**src/rtl/iig_window_reader.sv**
```systemverilog
// Integral-image window reader: scans every WIN x WIN window of a finished IIGBRAM frame and
// emits D - B - C + A per window. Optional abort input enabled by defining IIG_RD_ABORT_EN.
module iig_window_reader #(
  parameter int unsigned IMG_W = 80,
  parameter int unsigned IMG_H = 60,
  parameter int unsigned WIN   = 24,
  parameter int unsigned STEP  = 2,
  parameter int unsigned DW    = 21,
  parameter int unsigned AW    = 13
) (
  input  logic          iClk,
  input  logic          iReset_n,
  input  logic          iStart,
`ifdef IIG_RD_ABORT_EN
  input  logic          iAbort,
`endif
  output logic          oRden_IIGBRAM,
  output logic [AW-1:0] oAddr_IIGBRAM,
  input  logic [DW-1:0] iData_IIGBRAM,
  output logic          oValid,
  input  logic          iReady,
  output logic [6:0]    oWin_x,
  output logic [5:0]    oWin_y,
  output logic [DW-1:0] oWin_sum,
  output logic          oBusy,
  output logic          oDone
);

  typedef enum logic [2:0] {
    StIdle,
    StRdA,
    StRdB,
    StRdC,
    StRdD,
    StCap,
    StOut,
    StDone
  } state_e;

  localparam logic [6:0] XLast = 7'(IMG_W - WIN);
  localparam logic [5:0] YLast = 6'(IMG_H - WIN);
  localparam logic [6:0] XStep = 7'(STEP);
  localparam logic [5:0] YStep = 6'(STEP);
  localparam logic [7:0] ColSpan = 8'(WIN - 1);
  localparam logic [6:0] RowSpan = 7'(WIN - 1);

  state_e          r_state, w_state_nxt;
  logic [6:0]      r_x, w_x_nxt;
  logic [5:0]      r_y, w_y_nxt;
  logic            r_rden, r_rd_dly;
  logic [AW-1:0]   r_addr;
  logic            r_valid, r_busy, r_done;
  logic [DW-1:0]   r_a, r_b, r_c, r_sum;
  logic            w_abort;
  logic            w_rd;
  logic [7:0]      w_col;
  logic [6:0]      w_row;
  logic [AW-1:0]   w_addr;
  logic [DW-1:0]   w_rdata;

  // Next state and window origin
  always_comb begin
    w_state_nxt = r_state;
    w_x_nxt     = r_x;
    w_y_nxt     = r_y;
    w_abort     = 1'b0;
`ifdef IIG_RD_ABORT_EN
    w_abort     = iAbort && (r_state != StIdle);
`endif
    unique case (r_state)
      StIdle: if (iStart) w_state_nxt = StRdA;
      StRdA:  w_state_nxt = StRdB;
      StRdB:  w_state_nxt = StRdC;
      StRdC:  w_state_nxt = StRdD;
      StRdD:  w_state_nxt = StCap;
      StCap:  w_state_nxt = StOut;
      StOut: begin
        if (iReady) begin
          if (r_x == XLast && r_y == YLast) begin
            w_state_nxt = StDone;
            w_x_nxt     = '0;
            w_y_nxt     = '0;
          end else begin
            w_state_nxt = StRdA;
            if (r_x + XStep > XLast) begin
              w_x_nxt = '0;
              w_y_nxt = r_y + YStep;
            end else begin
              w_x_nxt = r_x + XStep;
            end
          end
        end
      end
      StDone:  w_state_nxt = StIdle;
      default: w_state_nxt = StIdle;
    endcase
    if (w_abort) begin
      w_state_nxt = StIdle;
      w_x_nxt     = '0;
      w_y_nxt     = '0;
    end
  end

  // Corner address for the read state being entered; edge corners are skipped but keep their slot
  always_comb begin
    w_rd  = 1'b0;
    w_col = {1'b0, w_x_nxt} + ColSpan;
    w_row = {1'b0, w_y_nxt} + RowSpan;
    case (w_state_nxt)
      StRdA: begin
        w_rd  = (w_x_nxt != '0) && (w_y_nxt != '0);
        w_col = {1'b0, w_x_nxt} - 8'd1;
        w_row = {1'b0, w_y_nxt} - 7'd1;
      end
      StRdB: begin
        w_rd  = (w_y_nxt != '0);
        w_row = {1'b0, w_y_nxt} - 7'd1;
      end
      StRdC: begin
        w_rd  = (w_x_nxt != '0);
        w_col = {1'b0, w_x_nxt} - 8'd1;
      end
      StRdD:   w_rd = 1'b1;
      default: w_rd = 1'b0;
    endcase
    w_addr = AW'(w_row) * AW'(IMG_W) + AW'(w_col);
  end

  // Skipped corners contribute zero
  assign w_rdata = r_rd_dly ? iData_IIGBRAM : '0;

  always_ff @(posedge iClk or negedge iReset_n) begin
    if (!iReset_n) begin
      r_state  <= StIdle;
      r_x      <= '0;
      r_y      <= '0;
      r_rden   <= 1'b0;
      r_rd_dly <= 1'b0;
      r_addr   <= '0;
      r_valid  <= 1'b0;
      r_busy   <= 1'b0;
      r_done   <= 1'b0;
      r_a      <= '0;
      r_b      <= '0;
      r_c      <= '0;
      r_sum    <= '0;
    end else begin
      r_state  <= w_state_nxt;
      r_x      <= w_x_nxt;
      r_y      <= w_y_nxt;
      r_rden   <= w_rd;
      r_rd_dly <= r_rden;
      if (w_rd) r_addr <= w_addr;
      r_valid  <= (w_state_nxt == StOut);
      r_busy   <= (w_state_nxt != StIdle) && (w_state_nxt != StDone);
      r_done   <= (w_state_nxt == StDone);
      case (r_state)
        StRdB:   r_a   <= w_rdata;
        StRdC:   r_b   <= w_rdata;
        StRdD:   r_c   <= w_rdata;
        StCap:   r_sum <= w_rdata - r_b - r_c + r_a;
        default: ;
      endcase
    end
  end

  assign oRden_IIGBRAM = r_rden;
  assign oAddr_IIGBRAM = r_addr;
  assign oValid        = r_valid;
  assign oWin_x        = r_x;
  assign oWin_y        = r_y;
  assign oWin_sum      = r_sum;
  assign oBusy         = r_busy;
  assign oDone         = r_done;

endmodule

```
**config.mk**
```make
export PLATFORM = sky130hd
export DESIGN_NAME = iig_window_reader
export DESIGN_NICKNAME = d
export VERILOG_FILES = /design/src/rtl/iig_window_reader.sv
export SDC_FILE = /design/constraint.sdc
export NUM_CORES = 1
export LEC_CHECK = 0
export ABC_CLOCK_PERIOD_IN_PS = 10390
export BUFFER_PORTS_ARGS = -buffer_cell sky130_fd_sc_hd__buf_2
export CAP_MARGIN = 10
export CORE_MARGIN = 5
export CORE_UTILIZATION = 30
export CTS_BUF_LIST = sky130_fd_sc_hd__clkbuf_4
export CTS_CLUSTER_SIZE = 14
export DETAILED_ROUTE_END_ITERATION = 8
export GPL_ROUTABILITY_DRIVEN = 0
export PLACE_DENSITY_LB_ADDON = 0.25
export SLEW_MARGIN = 15
export SYNTH_ARGS = -nofsm -noshare
export SYNTH_HDL_FRONTEND = slang
export SYNTH_SLANG_ARGS = --single-unit
```
**constraint.sdc**
```tcl
create_clock -name iClk -period 10.39 [get_ports iClk]
set_clock_uncertainty 0.05 [all_clocks]
set_input_delay 2.078 -clock iClk [delete_from_list [all_inputs] [get_ports iClk]]
set_output_delay 2.078 -clock iClk [all_outputs]
set_load 0.1 [all_outputs]
```
Word level (Yosys, flattened, before mapping)
Cells that the tools add are included.
- add/sub/neg operators: 10
- multipliers: 1
- magnitude comparators: 1
- eq/ne operators: 16
- multiplexer cells: 16
- reductions and logical operators: 9
- operators with widths (kind ; number):
    $sub A21 B21 Y21 ; 2
    $mux W7 ; 5
    $mux W6 ; 4
    $pmux W3 S8 ; 1
    $add A21 B21 Y21 ; 1
    $eq A3 B3 Y1 const B ; 7
    $mux W21 ; 1
    $add A13 B8 Y13 ; 1
    $eq A3 B2 Y1 const B ; 4
    $mul A7 B3 Y9 const B ; 1
    $mux W3 ; 3
    $add A7 B5 Y8 const B ; 1
    $mux W8 ; 1
    $sub A7 B1 Y8 const B ; 1
    $add A6 B5 Y7 const B ; 1
    $add A7 B2 Y7 const B ; 1
    $eq A7 B6 Y1 const B ; 1
    $gt A7 B6 Y1 const B ; 1
    $reduce_bool A7 Y1 ; 1
    $sub A6 B1 Y7 const B ; 1
    $add A6 B2 Y6 const B ; 1
    $eq A3 B1 Y1 const B ; 2
    $eq A6 B6 Y1 const B ; 1
    $reduce_bool A6 Y1 ; 1
    other kinds (6) ; 9
- register bits: 118
- input port bits: 25
- output and inout port bits: 51
- word-level logic and storage cells: 66

Logic depth before layout (Yosys ltp)
- depth in word-level cells: 10
- depth in mapped cells: 25

Least setup slack after synthesis
No wires, ideal clock.
- path kind: input -> register
- start: input iReady
- end: register r_addr[12], in the netlist oAddr_IIGBRAM[12]
- setup time: 70 ps
- arrival time: 6004 ps
- data required time: 10270 ps
- setup slack: 4267 ps
- stages on the path: 21
- buffers on the path: 1
- cells stage by stage: nand4b_1 -> clkbuf_1 -> a21oi_1 -> mux2i_1 -> inv_1 -> ha_1 -> inv_1 -> a41o_2 -> o21ai_0 -> nand2_1 -> xnor2_1 -> ha_1 -> inv_1 -> fa_1 -> nor2b_1 -> o21ai_0 -> nor3b_1 -> or3_1 -> o32a_1 -> or4b_1 -> nand3_1
- elaborated cells between the ends (all ways): 24
- RTL lines (what ; line ; text):
    from (decl) ; 21 ; input logic iReady,
    $mux W6 * ; 78 ; if (iReady) begin
    $mux W6 * ; 70 ; unique case (r_state)
    net w_y_nxt[1] ; 49 ; logic [5:0] r_y, w_y_nxt;
    $add A6 B5 Y7 / $sub A6 B1 Y7 (equally long branches) ; 108, 113, 117 ;
    $mux W7 ; -- ;
    $mul A7 B3 Y9 ; 126 ; w_addr = AW'(w_row) * AW'(IMG_W) + AW'(w_col);
    $add A13 B8 Y13 ; 126 ;
    to (signal assigned) ; 153 ; if (w_rd) r_addr <= w_addr;
    to (decl) ; 51 ; logic [AW-1:0] r_addr;
Mark *: on every way through the listed nets, which the timed path passes. The rest lies on a longest branch.
A chain may end at the register's enable or synchronous reset.

Final worst setup path
Ends and elaborated chain as after synthesis.

==> impl_results.md <==
- Status: complete, no violations
- Post CTS Setup Buffer Count: 0
- Die Ht: 170.2 um
- Setup crit start kind: input port
- Vias: 5,725
- Worst Tran Pin Value: 0.9249 ns
- Fraction of layout cells with a size suffix above 1: 14.51%
- Crit-path max FO: 16
- Post-route DRC: 0
- Unrepaired setup endpoints after global routing: no
- WP buf/inv: 4
- Num CTS Buffers: 17
- Post-Syn Area: 7704 um^2
- Rows: 58
- Synth async-reset ratio: 100.0%
- DR iter-0 viols: 324
- Routed wire per std cell: 14.40 um
- Drt pass-1 iters: 4
- CTS H-tree lvls: 4
- CTS Sinks: 118
- Die area: 28,980 um^2
- Number of nets with antenna violations after routing: 0
- PostCTS Resize Cnt: 0
- DP HPWL: 12,750 um
- Worst Hold Class: flip-flop to flip-flop
- Max-slew violations: 0
- Vias in the first global route: 5,987
- Synth cell types: 74
- Clock Path Buffers: 2
- Area of the multi-input gates: 4237 um^2
- Core outline area: 25,250 um^2
- Final WL: 17,690 um
- Final setup violation count: 0
- Crit path cell chain: buf_2, nand4b_1, a21oi_1, mux2i_1, inv_1, ha_1, inv_1, a41o_2, o21ai_0, nand2_1, xnor2_1, ha_1, inv_1, fa_1, nor2b_1, o21ai_0, nor3b_1, or3_1, o32a_1, or4b_1, nand3_1
- Max-Cap Viols: 0
- Yosys warnings: 0
- CP arrival: 6.73 ns
- Post-Synthesis Cells: 817
- Total GRT Usage: 13.02%
- Final period util: 60.63%
- Slew HR: 36.75%
- Worst path most repeated cell: inv_1
- Slowest cell on the critical path: nand4b_1
- CTS tree: yes
- EDFF count, synth: 0
- CP required: 10.82 ns
- Seq/Total Area, Yosys: 38.33%
- Critical path's largest stage delay: 0.56 ns
- Setup TNS: 0 ns
- Syn-to-layout area delta: 12.47%
- Clock latency at the later pin of the worst-skew pair: 0.55 ns
- Initial antenna violation count: 1
- Vias per cell: 4.662
- Die Width: 170.2 um
- Cell family with most CP delay: simple AND/OR/NAND/NOR gates
- Synthesized flop and latch total: 118
- Top_reg_cell synth: dfrtp_1
- Syn nets: 928
- Filler cells: 2,691
- Tmin final: 6.300 ns
- Starting Density: 30.50%
- GRT overflow: 0
- CP Class: input port to flip-flop
- Fmax: 158.7 MHz
- Clock root cell: clkbuf_4
- CP endpoint kind: flip-flop
- Number of I/O port buffers: 75
- Hold Fails Final Rpt: 0
- Largest net degree at the start of global routing: 66
- Syn avg cell area: 9.429 um^2
- Register clock-pin slew on the reported worst setup and hold paths: 0.12 ns
- Number of nets in the layout: 995
- Hold_buf cts: 0
- Storage cell area: 2953 um^2
- First-pass GRT wire length: 30,340 um
- I/O pin total: 76
## flip-flops by register name, indices dropped and copies added, names as in the netlist
signal / cells
r_c: 21
oDone: 1
r_rd_dly: 1
oWin_y: 6
oBusy: 1
r_a: 21
oAddr_IIGBRAM: 13
r_b: 21
r_state: 3
oWin_x: 7
oValid: 1
oRden_IIGBRAM: 1
oWin_sum: 21
## worst reg2reg max path: stages, from the launching register on
cell and delay (ns):
dfrtp_1 0.52, ha_1 0.34, xor2_1 0.24, o2111ai_2 0.20, a21boi_2 0.61, a31oi_1 0.20, a31o_2 0.26, ha_1 0.35
o21ai_0 0.13, nand2_1 0.10, xnor2_1 0.15, ha_1 0.31, inv_1 0.06, fa_1 0.45, nor2b_1 0.12, o21ai_0 0.10
nor3b_1 0.18, or3_1 0.38, o32a_1 0.36, or4b_1 0.47, nand3_1 0.08
## layout by cell type, fill, tap and decap left out, types with 4 or more instances in the layout
cell type  netlist  routed
nand2_1        122     122
dfrtp_1        118     118
inv_1           93      93
o21ai_0         90      90
buf_2            3      74
ha_1            44      44
fa_1            42      42
nor2_1          29      29
a21oi_1         27      27
xnor2_1         24      24
nor3_1          17      17
a21o_1          17      17
clkbuf_4         0      17
xor2_1          16      16
nand3_1         14      14
nor2b_1         11      11
o21a_1          10      10
o31ai_1          9       9
a31oi_1          8       8
buf_4            0       8
and3_1           6       6
o211ai_1         6       6
mux2_1           6       6
nor4_1           4       4
or3_1            4       4
nand2b_1         4       4
inv_6            0       4
## cell usage after synthesis, types with 4 or more instances
| cell | instances | area (um^2) |
|---|---|---|
| nor3_1 | 17 | 85.08 |
| nor2_1 | 29 | 108.9 |
| a21o_1 | 17 | 127.6 |
| dfrtp_1 | 118 | 2953 |
| nor2b_1 | 11 | 68.82 |
| or3_1 | 4 | 25.02 |
| xor2_1 | 16 | 140.1 |
| o21a_1 | 10 | 75.07 |
| fa_1 | 42 | 840.8 |
| a21oi_1 | 27 | 135.1 |
| xnor2_1 | 24 | 210.2 |
| and3_1 | 6 | 37.54 |
| ha_1 | 44 | 550.5 |
| a31oi_1 | 8 | 50.05 |
| nand2_1 | 122 | 457.9 |
| o211ai_1 | 6 | 45.04 |
| o31ai_1 | 9 | 67.56 |
| nor4_1 | 4 | 25.02 |
| o21ai_0 | 90 | 450.4 |
| mux2_1 | 6 | 67.56 |
| nand2b_1 | 4 | 25.02 |
| nand3_1 | 14 | 70.07 |
| inv_1 | 93 | 349.1 |
| clkbuf_1 | 26 | 97.59 |
## per-stage QoR
step	area [um^2]	hold slack, ns	worst slack, ns	utilization (%)	std cells
final	8665	0.3356	4.090	34.31	1228
after global routing	8665	0.3651	3.771	34.31	1228
after CTS	8660	0.3467	4.160	34.29	1226
after detailed placement	8382	0.3244	3.551	33.19	1195
after global placement	8382	0.3071	3.670	33.19	1195
after floorplan	7704	0.3998	4.267	-	817
## area by class of cell
cell class / instances / area share, %
antenna: 2 / 0.05776
clock buffer: 17 / 1.473
clock inverter: 14 / 1.733
inverter: 93 / 4.029
multi-input combinational: 572 / 48.90
sequential: 118 / 34.08
tap: 330 / 4.765
timing repair buffer: 82 / 4.968
## final timing paths
check	depth (start not counted)	startpoint	slack, ns	endpoint
setup reg to reg	20	oWin_x[1]$_DFF_PN0_	4.69	oAddr_IIGBRAM[12]$_DFFE_PN0P_
hold reg to reg	0	oRden_IIGBRAM$_DFF_PN0_	0.34	r_rd_dly$_DFF_PN0_
min in group asynchronous	1	iReset_n	1.56	oAddr_IIGBRAM[3]$_DFFE_PN0P_
setup / recovery	21	iReady	4.09	oAddr_IIGBRAM[12]$_DFFE_PN0P_
hold / removal	0	oRden_IIGBRAM$_DFF_PN0_	0.34	r_rd_dly$_DFF_PN0_
max in group asynchronous	2	iReset_n	7.40	r_a[14]$_DFFE_PN0P_
## routing by layer
metal | vias to the layer above | GRT usage (%) | wire, um
met4 | 0 | 2.951 | 170
li1 | 2910 | - | -
met1 | 2692 | 17.59 | 8597
met2 | 103 | 21.11 | 8140
met3 | 20 | 3.345 | 778
met5 | - | 0 | 0
## cells by family after synthesis
family	after synthesis	synth area share (%)
AND/OR/NAND/NOR	234	14.42
flip-flops	118	38.33
AO/OA/AOI/OAI	201	16.34
XOR/XNOR	41	4.759
buffers and inverters	127	6.675
multiplexers	10	1.413
adder cells (fa/ha/maj)	86	18.06
Power is left out: the tool's default activity adds up to more than one toggle a clock period on the data nets, which glitch-free logic cannot reach.
